$ cat src/rtl/tone_pkg.sv
// Shared note-period table, widths and FSM encoding for the tone generator and decoder.
package tone_pkg;

  localparam int unsigned CNT_W     = 24;
  localparam int unsigned IDX_W     = 3;
  localparam int unsigned NUM_NOTES = 7;

  localparam logic [IDX_W-1:0] NOTE_NONE = 3'd7;

  typedef logic [0:NUM_NOTES-1][CNT_W-1:0] note_table_t;

  // Period in clks of C4..B4 at 50 MHz (generator terminal count + 1).
  localparam note_table_t NOTE_PERIOD = '{
    24'd190840, 24'd170068, 24'd151515, 24'd143266,
    24'd127551, 24'd113636, 24'd101214
  };

  typedef enum logic [1:0] {
    ST_IDLE    = 2'd0,
    ST_ACQUIRE = 2'd1,
    ST_LOCKED  = 2'd2
  } state_t;

  // Lowest note whose period lies within tbl[k] >> tol_shift of p; NOTE_NONE otherwise.
  function automatic logic [IDX_W-1:0] classify(input logic [CNT_W-1:0] p,
                                                input note_table_t     tbl,
                                                input int unsigned     tol_shift);
    logic [IDX_W-1:0] m;
    logic [IDX_W-1:0] idx;
    logic [CNT_W-1:0] diff;
    m = NOTE_NONE;
    for (int unsigned k = 0; k < NUM_NOTES; k++) begin
      idx  = IDX_W'(k);
      diff = (p > tbl[idx]) ? (p - tbl[idx]) : (tbl[idx] - p);
      if ((m == NOTE_NONE) && (diff <= (tbl[idx] >> tol_shift))) begin
        m = idx;
      end
    end
    return m;
  endfunction

endpackage

$ cat src/rtl/tone_period_meter.sv
// Synchronises tone_in, strobes its rising edges and measures the clks between them.
module tone_period_meter
  import tone_pkg::*;
#(
  parameter logic [CNT_W-1:0] TIMEOUT = 24'd500000
) (
  input  logic             clk,
  input  logic             rst,
  input  logic             tone_in,
  output logic             edge_c,
  output logic [CNT_W-1:0] period_c,
  output logic             timeout_c
);

  logic             sync1;
  logic             sync2;
  logic             tone_prev;
  logic [CNT_W-1:0] cnt;

  always_ff @(posedge clk or posedge rst) begin
    if (rst) begin
      sync1     <= 1'b0;
      sync2     <= 1'b0;
      tone_prev <= 1'b0;
    end else begin
      sync1     <= tone_in;
      sync2     <= sync1;
      tone_prev <= sync2;
    end
  end

  // Counter restarts on each edge and parks at TIMEOUT during silence.
  always_ff @(posedge clk or posedge rst) begin
    if (rst) begin
      cnt <= '0;
    end else if (edge_c) begin
      cnt <= '0;
    end else if (cnt != TIMEOUT) begin
      cnt <= cnt + CNT_W'(1);
    end
  end

  assign edge_c    = sync2 & ~tone_prev;
  assign period_c  = cnt + CNT_W'(1);
  assign timeout_c = (cnt == TIMEOUT);

endmodule

$ cat src/rtl/tone_decoder.sv
// Classifies the measured tone period against the note table and locks onto a stable note.
module tone_decoder
  import tone_pkg::*;
#(
  parameter int unsigned      TOL_SHIFT  = 6,
  parameter int unsigned      MIN_CYCLES = 4,
  parameter logic [CNT_W-1:0] TIMEOUT    = 24'd500000,
  parameter note_table_t      NOTE_TABLE = NOTE_PERIOD
) (
  input  logic             clk,
  input  logic             rst,
  input  logic             tone_in,
  output logic             note_valid,
  output logic [IDX_W-1:0] note_idx,
  output logic             note_new,
  output logic [CNT_W-1:0] period_out
);

  localparam int unsigned     MC_W   = $clog2(MIN_CYCLES + 1);
  localparam logic [MC_W-1:0] MC_MAX = MC_W'(MIN_CYCLES);

  logic             edge_c;
  logic [CNT_W-1:0] period_c;
  logic             timeout_c;

  state_t           state;
  logic [IDX_W-1:0] cand;
  logic [MC_W-1:0]  match_cnt;

  logic [IDX_W-1:0] m_c;
  logic [MC_W-1:0]  acq_cnt_c;

  tone_period_meter #(
    .TIMEOUT(TIMEOUT)
  ) u_meter (
    .clk      (clk),
    .rst      (rst),
    .tone_in  (tone_in),
    .edge_c   (edge_c),
    .period_c (period_c),
    .timeout_c(timeout_c)
  );

  // Classification of the current period and the resulting acquisition run length.
  always_comb begin
    m_c       = classify(period_c, NOTE_TABLE, TOL_SHIFT);
    acq_cnt_c = MC_W'(m_c != NOTE_NONE);
    if ((m_c == cand) && (m_c != NOTE_NONE)) begin
      acq_cnt_c = (match_cnt == MC_MAX) ? match_cnt : (match_cnt + MC_W'(1));
    end
  end

  always_ff @(posedge clk or posedge rst) begin
    if (rst) begin
      state      <= ST_IDLE;
      cand       <= NOTE_NONE;
      match_cnt  <= '0;
      note_valid <= 1'b0;
      note_idx   <= NOTE_NONE;
      note_new   <= 1'b0;
      period_out <= '0;
    end else begin
      note_new <= 1'b0;
      if (timeout_c) begin
        // A coincident edge is the first edge of a fresh measurement, not a period.
        state      <= edge_c ? ST_ACQUIRE : ST_IDLE;
        cand       <= NOTE_NONE;
        match_cnt  <= '0;
        note_valid <= 1'b0;
        note_idx   <= NOTE_NONE;
      end else if (edge_c) begin
        case (state)
          ST_IDLE: begin
            state     <= ST_ACQUIRE;
            cand      <= NOTE_NONE;
            match_cnt <= '0;
          end
          ST_ACQUIRE: begin
            period_out <= period_c;
            cand       <= m_c;
            match_cnt  <= acq_cnt_c;
            if (acq_cnt_c == MC_MAX) begin
              state      <= ST_LOCKED;
              note_valid <= 1'b1;
              note_idx   <= m_c;
              note_new   <= 1'b1;
            end
          end
          ST_LOCKED: begin
            period_out <= period_c;
            if (m_c != note_idx) begin
              state      <= ST_ACQUIRE;
              note_valid <= 1'b0;
              note_idx   <= NOTE_NONE;
              cand       <= m_c;
              match_cnt  <= MC_W'(m_c != NOTE_NONE);
            end
          end
          default: begin
            state <= ST_IDLE;
          end
        endcase
      end
    end
  end

endmodule

$ cat config.mk
export PLATFORM = sky130hd
export DESIGN_NAME = tone_decoder
export DESIGN_NICKNAME = d
export VERILOG_FILES = /design/src/rtl/tone_pkg.sv /design/src/rtl/tone_period_meter.sv /design/src/rtl/tone_decoder.sv
export SDC_FILE = /design/constraint.sdc
export NUM_CORES = 1
export LEC_CHECK = 0
export CAP_MARGIN = 20
export CELL_PAD_IN_SITES_DETAIL_PLACEMENT = 1
export CELL_PAD_IN_SITES_GLOBAL_PLACEMENT = 1
export CORE_ASPECT_RATIO = 1.1
export CORE_UTILIZATION = 48
export CTS_CLUSTER_DIAMETER = 50
export DETAILED_ROUTE_END_ITERATION = 12
export PLACE_DENSITY = 0.93
export SYNTH_ARGS = -nofsm -noshare
export SYNTH_HDL_FRONTEND = slang
export SYNTH_SLANG_ARGS = --single-unit
$ cat constraint.sdc
create_clock -name clk -period 7.3 [get_ports clk]
set_input_delay 1.46 -clock clk [delete_from_list [all_inputs] [get_ports clk]]
set_output_delay 1.46 -clock clk [all_outputs]
set_load 0.005 [all_outputs]
==> flow_summary.toml, run 1 <==
[global_route]
grt_pass1_vias = 20700
track_usage_pct = 67.1
grt_max_degree = 65
grt_overflow = 62
grt_pass1_wl_um = 136000

[yosys]
yosys-top-cells-area = "dfrtp_1 11%, xnor2_1 7.9%, nand2_1 5.5%"
yosys.cell_count.top_type = "nand2_1"
synth_edf_count = 0
async_flop_share_pct = 100
synth.distinct_cells = 109
syn_area_um2 = 12700
synth_nets = 1869
synth_common_cells = "186 x nand2_1, 161 x nor2_1, 119 x o21ai_0, 115 x xnor2_1, 102 x a21oi_1"
yosysTopAreaCell = "dfrtp_1"
yosysTopAreaCellShare_pct = 11.4
ys_warn_count = 0
synth-seq-area-share_pct = 12.7
ys_seq_elements = 64
syn_inst = 1835
synth_area_per_cell_um2 = 6.91
synth-main-ff-cell = "dfrtp_1"

[cts]
cts_max_level = 3
cts_sinks = 64
post_cts.repair.setup_buffers = 0
cts_root_buf = "clkbuf_16"
postCtsHoldBufs = 0
cts_buffer_depth = 2
cts_made_buffers = 9
cts_resized = 2

[placed_design]
gp_congestion = 1.24
place.port_buffers = 31
dpl_worst_slack_ns = 0.206
place.detailed.hpwl_um = 53700

[outcome]
outcome = "aborted with a tool error"
lastStage = "global routing"
firstError = "[ERROR GRT-0116] Global routing finished with congestion. Check the congestion regions in the DRC Viewer."

[floorplan]
die_w_um = 157
initial_core_util_pct = 48.7
placementRows = 62
num_io_pins = 32
die_y_um = 173
## layer usage
| layer | track usage [%] | overflow |
|---|---|---|
| met1 | 73.0 | 0 |
| met2 | 81.5 | 35 |
| met3 | 50.9 | 0 |
| met4 | 57.5 | 27 |
| met5 | 17.2 | 0 |
## through the flow
| step | area (um2) | hold WS (ns) | cells | utilization (%) |
|---|---|---|---|---|
| after detailed placement | 13700 | 0.337 | 2174 | 52.5 |
| after floorplan | 12700 | 0.331 | 1835 | - |
| after CTS | 14000 | 0.363 | 2190 | 53.6 |
| after global placement | 13700 | 0.342 | 2174 | 52.5 |
## logic make-up after synthesis
kind of cell	share of synthesized area, %
adder cells (fa/ha/maj)	3.14
XOR/XNOR	8.55
multiplexers	3.49
AND/OR/NAND/NOR	33.1
AO/OA/AOI/OAI	32.8
buffers and inverters	6.22
flip-flops	12.7
==> run 2: changes to the inputs <==
==> config.mk (replaced) <==
export PLATFORM = sky130hd
export DESIGN_NAME = tone_decoder
export DESIGN_NICKNAME = d
export VERILOG_FILES = /design/src/rtl/tone_pkg.sv /design/src/rtl/tone_period_meter.sv /design/src/rtl/tone_decoder.sv
export SDC_FILE = /design/constraint.sdc
export NUM_CORES = 1
export LEC_CHECK = 0
export CAP_MARGIN = 20
export CORE_UTILIZATION = 40
export DETAILED_ROUTE_END_ITERATION = 12
export PLACE_DENSITY_LB_ADDON = 0.15
export SYNTH_ARGS = -nofsm -noshare
export SYNTH_HDL_FRONTEND = slang
export SYNTH_SLANG_ARGS = --single-unit
==> run 2 against run 1 <==
Effect of this change:
- the flow now finishes without violations
- area after synthesis unchanged
- synthesized cell count unchanged
==> flow_summary.toml, run 2 <==
[outcome]
outcome = "finished clean"

[cts]
cts_root_buf = "clkbuf_16"
clk_pin_slew_ns = 0.06
postCtsHoldBufs = 0
cts_buffer_depth = 2
cts_max_level = 3
cts_made_buffers = 9
cts_sinks = 64
cts_tree = "built"
clk_latency_ns = 0.39

[sta]
fin_crit_sh_pct = 96.6
finalHoldViolations = 0
whs_ns = 0.360
setup_viol = 0
fmax_mhz = 142
finalSetupTns_ns = 0
relSlewSlack_pct = 27.4
fin_worst_skew_ns = 0.0165
layout_min_cycle_time_ns = 7.05
worst_slew_pin_slew_ns = 1.09
slew_violations = 0

[critical_path]
worstSetupPathType = "flip-flop to flip-flop"
cpMaxStageDelayCell = "nor4_1"
critPathBufInv = 1
crit_family = "simple AND/OR/NAND/NOR gates"
required_ns = 7.60
cpPeakStageDelay_ns = 0.81
cp_max_fo = 35
cp-start-kind = "flip-flop"
crit_arrival_ns = 7.35
reg2regPathDepth = 18
r2r_start = "u_meter.cnt[1]"
crit_chain = "ha_2 > nand4_4 > buf_4 > nor4_1 > a211o_1 > o21ai_1 > nor4_1 > nand4_1 > nand2_1 > mux2i_1 > xnor2_1 > nor4_1 > and4_1 > or4_1 > o22a_1 > nand4_1 > or4b_1 > a21oi_1"
crit_top_cell = "nor4_1"
r2r_slack_ns = 0.25
cp-end-kind = "flip-flop"
r2r-end = "match_cnt[2]"

[yosys]
synth_edf_count = 0
yosys.cell_count.top_type = "nand2_1"
synth.distinct_cells = 109
syn_area_um2 = 12700
syn_inst = 1835
yosysTopAreaCellShare_pct = 11.4
synth_nets = 1869
synth-main-ff-cell = "dfrtp_1"
yosysTopAreaCell = "dfrtp_1"
synth_area_per_cell_um2 = 6.91
yosys-top-cells-area = "dfrtp_1 11%, xnor2_1 7.9%, nand2_1 5.5%"
ys_warn_count = 0
async_flop_share_pct = 100
synth-seq-area-share_pct = 12.7
ys_seq_elements = 64
synth_common_cells = "186 x nand2_1, 161 x nor2_1, 119 x o21ai_0, 115 x xnor2_1, 102 x a21oi_1"

[drt]
firstDrtPassIters = 8
post_drt_via_cell_ratio = 7.27
wl_per_cell_um = 31.1
num_vias = 16500
drc = 0
drt_wl_total_um = 70400
drtIter0Drc = 2810
ant_nets = 0

[floorplan]
placementRows = 64
die-area_um2 = 32400
initial_core_util_pct = 41.1
num_io_pins = 32
die_w_um = 180
core_area_um2 = 30900
die_y_um = 180

[global_route]
antenna_found_initial = 1
grt_pass1_vias = 14900
grt_pass1_wl_um = 104000
grt_overflow = 0
grt_max_degree = 65
track_usage_pct = 42.7

[pwr]
p_leak_nw = 5.28
ir_drop_mv = 0.261
power.density_nw_per_um2 = 126

[hold_path]
hold-path-cell-count = 0
hold_path_class = "flip-flop to flip-flop"
whs_endpoint = "u_meter.sync2"
min_from = "u_meter.sync1"

[placed_design]
place_area_um2 = 14000
gp_congestion = 1.12
place.detailed.hpwl_um = 54500
place_inst = 2250
place.port_buffers = 31

[final_layout]
drive_above_1_share_pct = 13.9
postLayoutCellArea_um2 = 14400
mostFrequentLayoutCells = "186 x nand2_1, 160 x nor2_1, 143 x buf_4"
mostFrequentLayoutCell = "nand2_1"
reg_top3 = "period_out x24, u_meter.cnt x24"
nNetsFinal = 1899
syn2layout_area_growth_pct = 13.2
final_cells = 2266

[job]
cap_violations = 0
-- run 2: cell counts after synthesis --
Identical to the previous run, type by type.
-- run 2: layer usage --
layer  vias up  track usage, %  part of all wire [%]
li1       7083               -                     -
met1      7783            59.5                    41
met2      1362            60.3                    40
met3       235            10.6                    13
met4         0            22.2                   5.8
met5         -               0                     0
-- run 2: repair_timing --
| action | 4_1_cts | 5_1_grt |
|---|---|---|
| gates resized for setup | 1 | 10 |
| buffers inserted | 0 | 0 |
| pin swaps | 0 | 0 |
| endpoints found under the setup margin | 12 | 13 |
-- run 2: where the power goes --
| group | internal (mW) | switching, mW |
|---|---|---|
| Combinational | 0.306 | 0.563 |
| Clock | 0.306 | 0.205 |
| Sequential | 0.384 | 0.0501 |
-- run 2: worst max path at each step --
stage | start | end | slack (ns) | cells after the start
after floorplan | u_meter.cnt[0] | match_cnt[2] | 0.91 | 24
after global placement | u_meter.cnt[1] | match_cnt[1] | -0.17 | 21
after detailed placement | u_meter.cnt[1] | match_cnt[1] | -0.20 | 21
after CTS | u_meter.cnt[1] | match_cnt[1] | 0.07 | 21
after global routing | u_meter.cnt[0] | match_cnt[2] | -0.06 | 23
final | u_meter.cnt[1] | match_cnt[2] | 0.25 | 18
-- run 2: area by class of cell --
type	instances	area, um2
inverters	35	131
flip-flops and latches	64	1610
fillers	3263	16500
repair buffers	174	1380
clock inverters	5	81.3
clock buffers	10	239
multi-input cells	1581	10400
diodes	1	2.50
well taps	396	495
-- run 2: logic make-up after synthesis --
group                      Yosys count  synth area share [%]
and+or+nand+nor                    799                  33.1
muxes                               43                  3.49
xor gates and xnor gates           123                  8.55
buffers and inverters              190                  6.22
DFF                                 64                  12.7
AOI/OAI and AO/OA                  584                  32.8
adders and majority gates           32                  3.14
-- run 2: stage by stage --
step / power (mW) / worst slack, ns / utilization [%]
finish: 1.81 / 0.251 / 46.5
global route: 1.90 / -0.0568 / 46.5
CTS: 1.79 / 0.0696 / 46.3
detailed placement: 1.27 / -0.202 / 45.3
global placement: 1.27 / -0.171 / 45.3
floorplan: 0.961 / 0.909 / -
(Power assumes the default switching activity.)
